==> src/rtl/replay_buffer_if.sv <==
// replay_buffer_if: byte-strobe bus between the sequencer controls, the
// replay buffer and the downstream byte consumer.
//   master : drives in_ready/in_data, record_en, replay_start, replay_en;
//            observes out_ready/out_data, busy, full, count.
//   slave  : the replay buffer side (directions mirrored).
// DEPTH sizes the count field ($clog2(DEPTH)+1 bits).
interface replay_buffer_if #(parameter int DEPTH = 16);
  localparam int CW = $clog2(DEPTH) + 1;

  logic          in_ready;
  logic [7:0]    in_data;
  logic          record_en;
  logic          replay_start;
  logic          replay_en;
  logic          out_ready;
  logic [7:0]    out_data;
  logic          busy;
  logic          full;
  logic [CW-1:0] count;

  modport master (
    output in_ready, in_data, record_en, replay_start, replay_en,
    input  out_ready, out_data, busy, full, count
  );

  modport slave (
    input  in_ready, in_data, record_en, replay_start, replay_en,
    output out_ready, out_data, busy, full, count
  );
endinterface

==> src/rtl/replay_buffer.sv <==
// replay_buffer: captures in_ready/in_data byte strobes while record_en is
// high and plays them back as single-cycle out_ready/out_data strobes, one
// byte every GAP+1 cycles, after a replay_start pulse.
// Ports:
//   clk    - system clock, rising edge
//   resetn - asynchronous active-low reset
//   bus    - replay_buffer_if.slave (record inputs, replay controls,
//            out_ready/out_data strobe, busy, full, count)
// Parameters: DEPTH (power of two, >= 2), GAP (>= 1).
// Optional feature: define REPLAY_LOOP_EN to repeat playback indefinitely
// (wrap to the first byte) until replay_en drops; default is single pass.
module replay_buffer #(
  parameter int DEPTH = 16,
  parameter int GAP   = 5
) (
  input logic            clk,
  input logic            resetn,
  replay_buffer_if.slave bus
);
  localparam int AW = $clog2(DEPTH);
  localparam int CW = AW + 1;
  localparam int GW = (GAP > 1) ? $clog2(GAP) : 1;
  localparam logic [CW-1:0] DEPTH_C  = CW'(DEPTH);
  localparam logic [GW-1:0] GAP_LOAD = GW'(GAP - 1);

  typedef enum logic [1:0] {
    IDLE = 2'd0,
    PLAY = 2'd1,
    WAIT = 2'd2
  } state_t;

  state_t        state_r;
  state_t        state_nx_s;
  logic [7:0]    mem_r [DEPTH];
  logic [CW-1:0] count_r;
  logic [CW-1:0] count_nx_s;
  logic [CW-1:0] rd_r;
  logic [GW-1:0] gap_r;
  logic          rec_prev_r;
  logic          out_ready_r;
  logic [7:0]    out_data_r;
  logic          play_s;
  logic          busy_s;
  logic          rd_end_s;
  logic          wrap_s;
  logic          rec_rise_s;
  logic          wr_s;
  logic          wr_en_s;
  logic [AW-1:0] wr_idx_s;

  assign rd_end_s = (rd_r == count_r);

  // FSM state register
  always_ff @(posedge clk or negedge resetn) begin
    if (!resetn) begin
      state_r <= IDLE;
    end else begin
      state_r <= state_nx_s;
    end
  end

  // FSM next-state logic
  always_comb begin
    state_nx_s = state_r;
    case (state_r)
      IDLE: begin
        if (bus.replay_start && bus.replay_en && (count_r != {CW{1'b0}})) begin
          state_nx_s = PLAY;
        end else begin
          state_nx_s = IDLE;
        end
      end
      PLAY: begin
        if (!bus.replay_en) begin
          state_nx_s = IDLE;
        end else begin
          state_nx_s = WAIT;
        end
      end
      WAIT: begin
        if (!bus.replay_en) begin
          state_nx_s = IDLE;
        end else if (gap_r != {GW{1'b0}}) begin
          state_nx_s = WAIT;
        end else if (!rd_end_s) begin
          state_nx_s = PLAY;
        end else begin
`ifdef REPLAY_LOOP_EN
          state_nx_s = PLAY;
`else
          state_nx_s = IDLE;
`endif
        end
      end
      default: state_nx_s = IDLE;
    endcase
  end

  // FSM outputs and record-path control
  always_comb begin
    play_s     = (state_r == PLAY);
    busy_s     = (state_r != IDLE);
    // Only reachable in the loop build: last byte done, start over at 0.
    wrap_s     = (state_r == WAIT) && (state_nx_s == PLAY) && rd_end_s;
    rec_rise_s = bus.record_en && !rec_prev_r;
    wr_s       = bus.record_en && bus.in_ready;
    count_nx_s = count_r;
    wr_en_s    = 1'b0;
    wr_idx_s   = count_r[AW-1:0];
    if (busy_s) begin
      count_nx_s = count_r;
    end else if (rec_rise_s) begin
      // A strobe coinciding with the clearing edge lands in slot 0.
      count_nx_s = wr_s ? CW'(1) : {CW{1'b0}};
      wr_en_s    = wr_s;
      wr_idx_s   = {AW{1'b0}};
    end else if (wr_s && (count_r != DEPTH_C)) begin
      count_nx_s = count_r + CW'(1);
      wr_en_s    = 1'b1;
    end else begin
      count_nx_s = count_r;
    end
  end

  // Byte storage; contents are not reset
  always_ff @(posedge clk) begin
    if (wr_en_s) begin
      mem_r[wr_idx_s] <= bus.in_data;
    end
  end

  // Counters, edge detector and registered output strobe
  always_ff @(posedge clk or negedge resetn) begin
    if (!resetn) begin
      count_r     <= {CW{1'b0}};
      rd_r        <= {CW{1'b0}};
      gap_r       <= {GW{1'b0}};
      rec_prev_r  <= 1'b0;
      out_ready_r <= 1'b0;
      out_data_r  <= 8'h00;
    end else begin
      count_r    <= count_nx_s;
      rec_prev_r <= bus.record_en;
      if ((state_r == IDLE) || wrap_s) begin
        rd_r <= {CW{1'b0}};
      end else if (play_s) begin
        rd_r <= rd_r + CW'(1);
      end else begin
        rd_r <= rd_r;
      end
      // WAIT lasts GAP cycles: load GAP-1, leave when it reads 0.
      if (play_s) begin
        gap_r <= GAP_LOAD;
      end else if ((state_r == WAIT) && (gap_r != {GW{1'b0}})) begin
        gap_r <= gap_r - GW'(1);
      end else begin
        gap_r <= gap_r;
      end
      out_ready_r <= play_s;
      if (play_s) begin
        out_data_r <= mem_r[rd_r[AW-1:0]];
      end else begin
        out_data_r <= out_data_r;
      end
    end
  end

  assign bus.out_ready = out_ready_r;
  assign bus.out_data  = out_data_r;
  assign bus.busy      = busy_s;
  assign bus.full      = (count_r == DEPTH_C);
  assign bus.count     = count_r;
endmodule

==> src/flat_wrapper.sv <==
// flat-port wrapper written by rule: the top's interface ports become plain ports
module replay_buffer_flat 
#(
  parameter int DEPTH = 16,
  parameter int GAP   = 5
)
  (clk, resetn, bus_in_ready, bus_in_data, bus_record_en, bus_replay_start, bus_replay_en, bus_out_ready, bus_out_data, bus_busy, bus_full, bus_count);
  replay_buffer_if #(.DEPTH(DEPTH)) bus_i ();
  input logic clk;
  input logic resetn;
  input wire logic [$bits(bus_i.in_ready)-1:0] bus_in_ready;
  input wire logic [$bits(bus_i.in_data)-1:0] bus_in_data;
  input wire logic [$bits(bus_i.record_en)-1:0] bus_record_en;
  input wire logic [$bits(bus_i.replay_start)-1:0] bus_replay_start;
  input wire logic [$bits(bus_i.replay_en)-1:0] bus_replay_en;
  output wire logic [$bits(bus_i.out_ready)-1:0] bus_out_ready;
  output wire logic [$bits(bus_i.out_data)-1:0] bus_out_data;
  output wire logic [$bits(bus_i.busy)-1:0] bus_busy;
  output wire logic [$bits(bus_i.full)-1:0] bus_full;
  output wire logic [$bits(bus_i.count)-1:0] bus_count;
  assign bus_i.in_ready = bus_in_ready;
  assign bus_i.in_data = bus_in_data;
  assign bus_i.record_en = bus_record_en;
  assign bus_i.replay_start = bus_replay_start;
  assign bus_i.replay_en = bus_replay_en;
  assign bus_out_ready = bus_i.out_ready;
  assign bus_out_data = bus_i.out_data;
  assign bus_busy = bus_i.busy;
  assign bus_full = bus_i.full;
  assign bus_count = bus_i.count;
  replay_buffer #(.DEPTH(DEPTH), .GAP(GAP)) u_core (.clk(clk), .resetn(resetn), .bus(bus_i));
endmodule
==> config.mk <==
export PLATFORM = sky130hd
export DESIGN_NAME = replay_buffer_flat
export DESIGN_NICKNAME = d
export VERILOG_FILES = /design/src/rtl/replay_buffer_if.sv /design/src/rtl/replay_buffer.sv /design/src/flat_wrapper.sv
export SDC_FILE = /design/constraint.sdc
export NUM_CORES = 1
export LEC_CHECK = 0
export BUFFER_PORTS_ARGS = -buffer_cell sky130_fd_sc_hd__buf_2
export CAP_MARGIN = 25
export CORE_ASPECT_RATIO = 1.1
export CORE_MARGIN = 8
export CORE_UTILIZATION = 40
export CTS_BUF_LIST = sky130_fd_sc_hd__clkbuf_8
export DETAILED_ROUTE_END_ITERATION = 8
export PLACE_DENSITY = 0.6
export REMOVE_ABC_BUFFERS = 1
export SETUP_SLACK_MARGIN = 0.5
export SYNTH_ARGS = -nofsm -noshare
export SYNTH_HDL_FRONTEND = slang
export SYNTH_SLANG_ARGS = --single-unit
==> constraint.sdc <==
create_clock -name clk -period 5.61 [get_ports clk]
set_clock_uncertainty 0.2 [all_clocks]
set_input_delay 0.2805 -clock clk [delete_from_list [all_inputs] [get_ports clk]]
set_output_delay 0.2805 -clock clk [all_outputs]
set_load 0.01 [all_outputs]
Word level (Yosys, flattened, before mapping). Memories as Yosys holds them, arrays and structs flattened. A register that Yosys moved wholly into a read port is not among the register bits. Index checks and enable logic that the tools add are counted.

$add $sub $neg: 3. Eq/ne operators: 6. Mux-type cells: 20. Bitwise operators: 1. Reductions and logical operators: 19.

Operators by type and width (count): 2-to-1 mux 5 bit (4); adder 5 x 1 -> 5 bit (second input constant) (2); logical AND 1 bit (8); 2-to-1 mux 1 bit (8); 2-to-1 mux 4 bit (2); nonzero test 2 bit (4); 2-to-1 mux 2 bit (3); 2-to-1 mux 3 bit (2); case mux 2 bit (3 select lines) (1); == test 5 bit (1); == test 5 bit (second input constant) (1); inequality test 5 bit (second input constant) (1); nonzero test 5 bit (1); == test 2 x 1 -> 1 bit (second input constant) (2); nonzero test 3 bit (1); subtractor 3 x 1 -> 3 bit (second input constant) (1); == test 2 bit (second input constant) (1); logical NOT 1 bit (2); logical NOT 2 bit (1); AND reduction 2 bit (1); logical OR 1 bit (1); NOT 1 bit (1).

Bits in registers: 17. Bits in writable memories: 128. Output and inout bits: 16. Word-level logic and storage cells: 56. Memories kept: 1.

Memories: u_core.mem_r (depth 16, width 8, rd ports 1, clocked after memory_dff 1, write ports 1, line replay_buffer.sv:34) `logic [7:0] mem_r [DEPTH];`.

Depth between registers and ports, before layout.
Depth in word-level cells: 10. Gate-level depth with buffers: 8.

Worst setup path before layout. Ideal clock, no wire load.

Path type: register -> register. Start point: register u_core.count_r[0], in the netlist u_core.bus.count[0]. End point: memory u_core.mem_r[3][0] (enable). Arrival time: 2.115 ns. Required time: 5.027 ns. Path slack: 2.912 ns. Cell stages (with the launch flop): 8. Clock period less this slack: 2.698 ns. Cells stage by stage: dfrtp_1 clkbuf_1 inv_1 ha_1 nand4bb_1 and3_1 nand3_1 nor3_1.

Word-level cells in the longest chain between the ends: 7.

RTL lines: start, declared (line replay_buffer.sv:35) `logic [CW-1:0] count_r;`; start signal, assigned (line replay_buffer.sv:135) `count_r <= {CW{1'b0}};`; start signal, assigned (line replay_buffer.sv:142) `count_r <= count_nx_s;`; inequality test 5 bit (line replay_buffer.sv:117) `end else if (wr_s && (count_r != DEPTH_C)) begin`; logical AND 1 bit (line replay_buffer.sv:117); 2-to-1 mux 1 bit (line replay_buffer.sv:117); 2-to-1 mux 1 bit (line replay_buffer.sv:112) `end else if (rec_rise_s) begin`; 2-to-1 mux 1 bit (line replay_buffer.sv:110) `if (busy_s) begin`; 2-to-1 mux 1 bit (line replay_buffer.sv:127) `if (wr_en_s) begin`; 2-to-1 mux 1 bit (not written as such) (line replay_buffer.sv:128) `mem_r[wr_idx_s] <= bus.in_data;`; end, declared (line replay_buffer.sv:34).

Several ways; a longest one is shown, not always the timed one.

Worst setup path after layout.
Start point: register u_core.state_r[1]. End point: memory u_core.mem_r[7][6] (enable).

Word-level cells in the longest chain between the ends: 4.

RTL lines: start, declared (line replay_buffer.sv:32) `state_t state_r;`; start signal, assigned (line replay_buffer.sv:58) `state_r <= state_nx_s;`; nonzero test 2 bit (*) (line replay_buffer.sv:102) `busy_s = (state_r != IDLE);`; 2-to-1 mux 1 bit (line replay_buffer.sv:110); 2-to-1 mux 1 bit (line replay_buffer.sv:127); 2-to-1 mux 1 bit (not written as such) (line replay_buffer.sv:128).

Mark *: on every way between the ends. The rest lies on a longest branch, timed or not.

==> run_results.csv <==
group,metric,value,unit
sta,hold_violations,0,
clock_tree,post_cts_resized,0,
synthesis,postSynthCellCount,390,
global_route,first_global_vias,3462,
die,dieWidth,135,um
sta,tns,0,ns
clock_tree,cts_tree,"built",
finish,ff_latch_area,4470,um^2
die,io_pins,30,
setup_path,worstPathRequired,5.49,ns
flow_run,drv_cap,0,
drt,wl_per_cell,20.0,um
clock_tree,cts_buffers,17,
setup_path,r2r_slack,2.35,ns
drt,routed_wl,12.8,mm
pwr,p_total,2650,uW
pwr,peakVddDrop,0.184,mV
synthesis,synth_top_area_share,61.4,%
drt,vias_per_cell,5.28,
min_path,worstHoldEndpoint,"u_core.mem_r[7][3]$_DFFE_PP_",
setup_path,cp_max_fo,14,
finish,drive_gt1_share,18.1,%
placement,port_buffers,29,
synthesis,synth_edf_count,128,
clock_tree,htreeDepth,4,
die,initial_core_util,40.4,%
global_route,antenna_found_initial,0,
placement,place.gp.congestion,0.839,
finish,nFillCells,1367,
synthesis,netlist_area,6260,um^2
setup_path,cp-start-kind,"flop",
min_path,min-delay-start,"bus_in_data[3]",
die,dieArea,19900,um^2
finish,area_growth,12.8,%
finish,final_nets,447,
global_route,grtUsageTotal,13.7,%
synthesis,yosysSeqAreaShare,71.4,%
placement,dp_hpwl,8.44,mm
synthesis,synth-seq-cells,153,
sta,fin_crit,3.26,ns
clock_tree,clkLatencyLatePin,0.45,ns
clock_tree,cts_sinks,153,
die,die_h,147,um
sta,setup_viol_count_final,0,
setup_path,r2r-end,"u_core.mem_r[7][6]$_DFFE_PP_",
clock_tree,cts.clk_slew.worst_paths,0.08,ns
clock_tree,cts-root-buf,"clkbuf_8",
global_route,grt_overflow,0,
sta,rsz0062_at_grt,"false",
synthesis,yosys.area.top_type,"edfxtp_1",
sta,worst_slew_pin_slew,1.06,ns
synthesis,synth_flop_cell,"edfxtp_1",
synthesis,synthArstFlopShare,16.3,%
global_route,grt_max_degree,41,
sta,drv_slew,0,
drt,route.detailed.drc,0,
setup_path,startpoint,"u_core.state_r[1]$_DFF_PN0_",
die,rows,48,
synthesis,synth_area_per_cell,16.1,um^2
finish,final_cells,641,
setup_path,end_kind,"flop",
sta,layout_worst_path_cycle_share,58.2,%
setup_path,critPathKind,"reg2reg",
min_path,hp-class,"in2reg",
placement,dp_cells,601,
drt,initialDrtViolationCount,273,
synthesis,ys_types,40,
drt,ant_nets,0,
setup_path,arrival,3.14,ns
status,status,"completed",
die,core,15500,um^2
setup_path,r2r_cells,4,
global_route,grt_pass1_wl,20.0,mm
finish,antenna_cells,0,
pwr,power_density,376,nW/um^2
drt,first_pass_iters,5,
setup_path,rr_startpoint,"u_core.state_r[1]$_DFF_PN0_",
finish,multiInputGateArea,1660,um^2
synthesis,netlist_top_cells_area,"edfxtp_1 61%, dfrtp_1 10%, mux2i_1 5.9%, mux4_2 5.0%, nor2_1 1.9%",
pwr,p_leak,0.00236,uW
sta,maxSlewHeadroom,28.7,%
clock_tree,clk_path_buf_depth,2,
sta,max_freq,306,MHz
finish,finish.utilization,45.6,%
min_path,hold_depth,1,
synthesis,ys_warn_count,0,
drt,vias,3385,
## cell type report
type,instances,share of cell area [%]
Clock buffer,17,3.31
Clock inverter,15,2.59
Inverter,9,0.478
Multi-Input combinational cell,207,23.4
Sequential cell,153,63.3
Tap cell,200,3.54
Timing Repair Buffer,40,3.36
## worst max-delay path by stage
stage                                   end  slack, ns  cells past startpoint
2_1_floorplan  u_core.mem_r[3][0]$_DFFE_PP_       2.78                      4
3_3_place_gp   u_core.mem_r[3][4]$_DFFE_PP_       2.20                      4
3_5_place_dp   u_core.mem_r[3][0]$_DFFE_PP_       2.13                      4
4_1_cts        u_core.mem_r[3][5]$_DFFE_PP_       2.09                      4
5_1_grt        u_core.mem_r[7][1]$_DFFE_PP_       2.08                      4
6_report       u_core.mem_r[7][6]$_DFFE_PP_       2.35                      4
## flip-flops by register name (all words and copies together), names as in the netlist
signal / count
u_core.mem_r: 128
u_core.bus.count: 5
u_core.rec_prev_r: 1
u_core.rd_r: 5
u_core.bus.out_data: 8
u_core.state_r: 2
u_core.gap_r: 3
u_core.bus.out_ready: 1
## logic make-up after synthesis
| logic type | share of synthesized area, % |
|---|---|
| AO/OA/AOI/OAI | 6.01 |
| buffers and inverters | 2.22 |
| XOR/XNOR | 1.12 |
| multiplexers | 12.0 |
| adder cells (fa/ha/maj) | 0.999 |
| flip-flops | 71.4 |
| AND/OR/NAND/NOR | 6.33 |
## critical path, stage by stage (launching register included)
cell and delay (ns):
dfrtp_1 0.53, nor4bb_1 0.94, and3_1 0.34, nand3_1 0.21
nor2_1 0.66
## routing by layer
metal | routed length, um | GRT usage, % | up-vias
li1 | - | - | 1580
met2 | 6650 | 22.4 | 92
met5 | 0 | 0 | -
met3 | 576 | 3.35 | 16
met1 | 5290 | 16.6 | 1697
met4 | 276 | 6.73 | 0
## metrics by stage
stage	cell area (um^2)	hold WS [ns]	setup slack [ns]
global placement	6580	0.131	2.20
CTS	7050	0.0177	2.09
floorplan	6160	-0.215	2.78
finish	7070	0.0460	2.35
global route	7070	0.0146	2.08
detailed placement	6580	0.142	2.13
## placed cells by master, fill, tap and decap left out, types with 6 or more instances in the layout
cell      synthesis  final
clkbuf_8          0     17
edfxtp_1        128    128
nand2_1          18     18
a21oi_1           8      8
mux2i_1          37     37
nand3_1          11     11
inv_1             9      9
nor3_1           12     12
dfrtp_1          25     23
mux4_2           14     14
nor2_1           31     31
buf_2             6     30
o21ai_0          15     15
xor2_1            6      6
## power breakdown
part	switching [uW]	internal, uW
logic	210	176
registers	105	1300
clock network	385	476
total	701	1950
## what timing repair did
item / in CTS / in global routing
endpoints found under the setup margin: 0 / 0
endpoints found under the hold margin: 30 / 0
setup buffers: 0 / 0
hold buffers: 5 / 0
## synthesized netlist by cell type, drive strengths merged, types with 2 or more instances
master,number
nor2,31
nor3,12
o21ai,15
nand2,18
a21boi,2
a31oi,3
nor2b,3
o211ai,4
nand2b,4
o32a,5
edfxtp,128
ha,5
inv,9
a21o,2
xor2,6
a2111oi,3
mux2i,37
nand3,11
clkbuf,10
mux4,16
a22o,4
dfrtp,25
o22a,5
buf,11
xnor2,2
o2bb2ai,2
nand4,2
a21oi,8
(Power assumes the default switching activity.)
